File: config.mk
export PLATFORM = sky130hd
export DESIGN_NAME = div_core_arbiter
export DESIGN_NICKNAME = d
export VERILOG_FILES = /design/src/rtl/div_core_arbiter.sv
export SDC_FILE = /design/constraint.sdc
export NUM_CORES = 1
export LEC_CHECK = 0
export CAP_MARGIN = 0
export CORE_AREA = 2 2 142 144
export DETAILED_ROUTE_END_ITERATION = 10
export DIE_AREA = 0 0 144 146
export PLACE_DENSITY = 0.57
export SLEW_MARGIN = 20
export SYNTH_ARGS = -nofsm -noshare
export SYNTH_HDL_FRONTEND = slang
export SYNTH_SLANG_ARGS = --single-unit
export TNS_END_PERCENT = 20
File: constraint.sdc
create_clock -name clk -period 2.7 [get_ports clk]
set_input_delay 0.27 -clock clk [delete_from_list [all_inputs] [get_ports clk]]
set_output_delay 0.27 -clock clk [all_outputs]
set_load 0.1 [all_outputs]
File: src/rtl/div_core_arbiter.sv
// Round-robin owner of one shared div_core: grants one requester at a time, holds
// ownership until div_done, then returns the registered result with a done pulse.
// state | meaning
// IDLE  | arbitrating; a grant issues div_start in the same cycle
// BUSY  | divider working for owner_q; div_done delivers the result
// DRAIN | flushed operation still in the divider; wait for div_done, discard it
module div_core_arbiter #(
  parameter int NUM_REQ    = 2,
  parameter int DATA_WIDTH = 32,
  parameter int CLZ_W      = $clog2(DATA_WIDTH)
) (
  input  logic                          clk,
  input  logic                          rst,
  input  logic                          flush_i,
  input  logic [NUM_REQ-1:0]            req_valid_i,
  input  logic [NUM_REQ*DATA_WIDTH-1:0] req_dividend_i,
  input  logic [NUM_REQ*DATA_WIDTH-1:0] req_divisor_i,
  input  logic [NUM_REQ*CLZ_W-1:0]      req_dividend_clz_i,
  input  logic [NUM_REQ*CLZ_W-1:0]      req_divisor_clz_i,
  input  logic [NUM_REQ-1:0]            req_divisor_is_zero_i,
  output logic [NUM_REQ-1:0]            req_grant_o,
  output logic [NUM_REQ-1:0]            req_done_o,
  output logic [DATA_WIDTH-1:0]         res_quotient_o,
  output logic [DATA_WIDTH-1:0]         res_remainder_o,
  output logic                          busy_o,
  output logic                          div_start_o,
  output logic [DATA_WIDTH-1:0]         div_dividend_o,
  output logic [DATA_WIDTH-1:0]         div_divisor_o,
  output logic [CLZ_W-1:0]              div_dividend_clz_o,
  output logic [CLZ_W-1:0]              div_divisor_clz_o,
  output logic                          div_divisor_is_zero_o,
  input  logic                          div_done_i,
  input  logic [DATA_WIDTH-1:0]         div_quotient_i,
  input  logic [DATA_WIDTH-1:0]         div_remainder_i
);

  localparam int PTR_W = (NUM_REQ > 1) ? $clog2(NUM_REQ) : 1;

  localparam logic [1:0] S_IDLE  = 2'd0;
  localparam logic [1:0] S_BUSY  = 2'd1;
  localparam logic [1:0] S_DRAIN = 2'd2;

  logic [1:0]            state_q, state_d;
  logic [PTR_W-1:0]      rr_ptr_q, rr_ptr_d;
  logic [PTR_W-1:0]      owner_q, owner_d;
  logic [NUM_REQ-1:0]    done_q, done_d;
  logic [DATA_WIDTH-1:0] quo_q, quo_d;
  logic [DATA_WIDTH-1:0] rem_q, rem_d;

  logic [PTR_W-1:0]      cand;
  logic [PTR_W-1:0]      gnt_idx;
  logic [PTR_W-1:0]      sel_idx;
  logic                  gnt_found;
  logic                  gnt_fire;

  // Scan from the far end so the candidate closest to rr_ptr_q is written last and wins.
  always_comb begin
    gnt_found = 1'b0;
    gnt_idx   = rr_ptr_q;
    cand      = '0;
    for (int i = NUM_REQ - 1; i >= 0; i--) begin
      cand = PTR_W'((int'(rr_ptr_q) + i) % NUM_REQ);
      if (req_valid_i[cand]) begin
        gnt_found = 1'b1;
        gnt_idx   = cand;
      end
    end
  end

  assign gnt_fire    = (state_q == S_IDLE) && !flush_i && gnt_found;
  assign sel_idx     = gnt_fire ? gnt_idx : rr_ptr_q;
  assign req_grant_o = gnt_fire ? (NUM_REQ'(1) << gnt_idx) : '0;
  assign div_start_o = gnt_fire;

  assign div_dividend_o        = req_dividend_i[int'(sel_idx)*DATA_WIDTH +: DATA_WIDTH];
  assign div_divisor_o         = req_divisor_i[int'(sel_idx)*DATA_WIDTH +: DATA_WIDTH];
  assign div_dividend_clz_o    = req_dividend_clz_i[int'(sel_idx)*CLZ_W +: CLZ_W];
  assign div_divisor_clz_o     = req_divisor_clz_i[int'(sel_idx)*CLZ_W +: CLZ_W];
  assign div_divisor_is_zero_o = req_divisor_is_zero_i[sel_idx];

  always_comb begin
    state_d  = state_q;
    rr_ptr_d = rr_ptr_q;
    owner_d  = owner_q;
    done_d   = '0;
    quo_d    = quo_q;
    rem_d    = rem_q;
    case (state_q)
      S_IDLE: begin
        if (gnt_fire) begin
          owner_d  = gnt_idx;
          rr_ptr_d = (gnt_idx == PTR_W'(NUM_REQ - 1)) ? '0 : gnt_idx + PTR_W'(1);
          state_d  = S_BUSY;
        end
      end
      S_BUSY: begin
        if (div_done_i) begin
          state_d = S_IDLE;
          // A flush landing with done discards the result like a drain would.
          if (!flush_i) begin
            quo_d  = div_quotient_i;
            rem_d  = div_remainder_i;
            done_d = NUM_REQ'(1) << owner_q;
          end
        end else if (flush_i) begin
          state_d = S_DRAIN;
        end
      end
      S_DRAIN: begin
        if (div_done_i) state_d = S_IDLE;
      end
      default: state_d = S_IDLE;
    endcase
  end

  always_ff @(posedge clk) begin
    if (rst) begin
      state_q  <= S_IDLE;
      rr_ptr_q <= '0;
      owner_q  <= '0;
      done_q   <= '0;
      quo_q    <= '0;
      rem_q    <= '0;
    end else begin
      state_q  <= state_d;
      rr_ptr_q <= rr_ptr_d;
      owner_q  <= owner_d;
      done_q   <= done_d;
      quo_q    <= quo_d;
      rem_q    <= rem_d;
    end
  end

  assign req_done_o      = done_q;
  assign res_quotient_o  = quo_q;
  assign res_remainder_o = rem_q;
  assign busy_o          = (state_q != S_IDLE);

endmodule

==> qor.csv <==
stage;metric;value;unit
placement;count of placed standard cells including taps;1001;
setup_path;CP Launch Type;register;
setup_path;Crit Path Category;reg -> out;
hold_path;hold path cells;2;
detailed_routing;Initial DRC Count;96;
timing;final worst path period need;2.522;ns
clocking;root buf cell;clkbuf_16;
detailed_routing;WL/cell;17.14;um
setup_path;CP endpoint kind;primary output;
clocking;Num CTS Buffers;9;
synth;Synth Instances;392;
timing;worst relative slew slack;50.26;%
floorplan;initial core utilization;18.52;%
power_and_ir_drop;pwr dens;548.1;nW/um^2
global_route;vias in the first global route;4291;
setup_path;highest-delay cell along the critical path;dfxtp_1;
detailed_routing;Vias/cell;4.076;
timing;Final Hold Vio Count;0;
detailed_routing;Pre-Repair DR Iteration Count;4;
floorplan;Die ar.;21020;sq um
setup_path;Cell Chain, Critical Path;nor4_1 -> o21ai_0 -> a21bo_4 -> buf_4 -> mux2_2 -> buf_12;
timing;final setup fails;0;
floorplan;core footprint;19330;sq um
placement;port buffer count;364;
timing;Slew Limit Fails;0;
clocking;Max Root-Sink Buffers;2;
clocking;clock sink count;70;
hold_path;Hold WC Path Type;reg -> reg;
synth;share of the synthesized area in the top cell type;39.13;%
synth;yosys warns;0;
clocking;hold_buf cts;0;
layout;layout cells sized above 1;33.24;%
power_and_ir_drop;leak pwr;3.395;nW
layout;final core occ;43.62;%
synth;syn avg cell area;9.135;sq um
synth;post-synthesis net count;612;
timing;actual slew at the worst max-slew pin;0.7461;ns
layout;Finished Layout Cells;1019;
synth;Post-synth top flop;dfxtp_1;
timing;Max Clk Rate;396.5;MHz
floorplan;site row count;51;
detailed_routing;Routed Antenna Nets;0;
layout;Area growth syn-to-layout;135.5;%
clocking;later-pin clock latency in the skew report;0.33;ns
setup_path;max incr delay on CP;0.41;ns
placement;GPL Wtd Cong;0.7852;
global_route;initial antenna violation count;2;
setup_path;WP data required;2.43;ns
clocking;CTS tree;done;
clocking;clock-pin slew on the worst setup and hold paths;0.06;ns
timing;Min Hold Slack;0.4534;ns
global_route;first-pass GRT wire length;25130;um
synth;EDFF count, synth;0;
timing;clock skew;0.005984;ns
timing;RSZ-0062 raised after global routing;false;
layout;fill count;1875;
setup_path;critical path data arrival time;2.25;ns
floorplan;die extent in y;146;um
global_route;Total GRT Usage;15.99;%
power_and_ir_drop;VDD IR max;0.0003220;V
global_route;GRT overflow;0;
setup_path;flop-to-flop setup slack;0.85;ns
timing;Final period util;93.42;%
hold_path;Hold Crit Endpoint;res_remainder_o[2];
setup_path;RR Startpoint;state_q[0];
global_route;largest net degree at the start of global routing;67;
synth;Area contributors post-synth;dfxtp_1 39%, mux2_4 21%, nand2_1 14%;
layout;Design Area, Final;8433;sq um
layout;final net count;967;
detailed_routing;DRC Markers;0;
synth;Synth Cell Area;3581;sq um
synth;Post-synth ARST share;0;%
detailed_routing;final wirelength;17470;um
setup_path;CP Max Fanout;9;
run_status;status;completed;
synth;Seq cells post-synth;70;
clocking;post-CTS sizing;0;
clocking;post-CTS setup repair buffer count;0;
hold_path;min-delay src;res_remainder_o[2];
clocking;H-tree levels;3;
placement;Area after DPL;8149;sq um
floorplan;I/O Pins;365;
detailed_routing;via count;4153;
synth;top post-synthesis cells by count;131 x nand2_1, 70 x dfxtp_1, 66 x a21oi_1;
synth;post-synth top area cell;dfxtp_1;
run;maxcap violations;0;
setup_path;Register-to-Register Path Depth;5;
floorplan;die span in x;144;um
synth;top-count cell post-synth;nand2_1;
setup_path;worst r2r dst;res_quotient_o[22];
synth;Yosys cell types;24;
timing;Fin Setup TNS;0;ns
synth;register area share after synthesis;39.13;%
placement;post-DP HPWL;14420;um
flip-flops by register name, summed over array words and instances, names as in the netlist:
signal and cells:
owner_q 1, rr_ptr_q 1, res_remainder_o 32, req_done_o 2, state_q 2, res_quotient_o 32
per-layer routing:
| layer | up-vias | track usage [%] | share of wire, % |
|---|---|---|---|
| met3 | 20 | 6.351 | 11 |
| met5 | - | 0 | 0 |
| met4 | 0 | 5.392 | 2.0 |
| met1 | 1905 | 15.33 | 34 |
| met2 | 197 | 30.50 | 54 |
| li1 | 2031 | - | - |
worst max path at each step:
stage | end | start | cells past startpoint
3_3_place_gp | div_divisor_o[4] | flush_i | 7
3_5_place_dp | div_divisor_o[4] | flush_i | 7
4_1_cts | div_divisor_o[4] | state_q[1] | 6
2_1_floorplan | req_grant_o[0] | state_q[1] | 4
5_1_grt | div_divisor_o[22] | state_q[1] | 6
6_report | div_divisor_o[4] | state_q[1] | 6
metrics by stage:
step / power (mW) / worst slack (ns)
6_report: 4.622 / 0.1776
5_1_grt: 4.787 / 0.01705
4_1_cts: 4.694 / 0.1297
3_5_place_dp: 3.549 / 0.1620
3_3_place_gp: 3.540 / 0.1824
2_1_floorplan: 2.539 / 0.2270
layout by cell type, fill, tap and decap left out:
cell type / count
clkbuf_16: 9
mux2_2: 25
mux2i_1: 1
a311oi_1: 1
nor3b_1: 1
buf_12: 84
mux2_4: 50
o21ai_0: 1
a21oi_1: 66
o21a_1: 1
clkdlybuf4s50_1: 218
clkinv_2: 2
nor2_1: 2
o31ai_1: 1
diode_2: 2
clkbuf_8: 2
nand2_1: 131
a2bb2oi_1: 1
buf_2: 1
nor2b_1: 2
nor3_4: 2
nor4_1: 2
nor3_1: 2
clkinv_4: 1
or3_2: 1
dfxtp_1: 70
or2_2: 1
buf_4: 71
clkbuf_1: 2
a21bo_4: 1
cell type report:
type | instances | area (sq um) | share of cell area, %
diodes | 2 | 5.005 | 0.05935
clock buffers | 13 | 260.3 | 3.086
well taps | 265 | 331.6 | 3.932
repair buffers | 374 | 4402 | 52.20
multi-input cells | 292 | 2014 | 23.89
flip-flops and latches | 70 | 1401 | 16.62
clock inverters | 3 | 18.77 | 0.2226
logic make-up after synthesis:
| kind of cell | after synthesis | synth area share [%] |
|---|---|---|
| AOI/OAI and AO/OA | 72 | 10.55 |
| and+or+nand+nor | 144 | 16.21 |
| muxes | 76 | 29.11 |
| DFF | 70 | 39.13 |
| buffers and inverters | 30 | 4.996 |
report_power, final:
group	switching, mW	internal [mW]
clock network	0.441	0.671
logic	1.43	1.02
registers	0.0137	1.05
critical path, delay by kind of cell, from the launching register on:
family                 cells  cell delay, ns
AO/OA/AOI/OAI              2            0.43
flip-flops                 1            0.41
buffers and inverters      2            0.39
multiplexers               1            0.38
AND/OR/NAND/NOR            1            0.31
Note: power is estimated with default switching activity, not from simulation.
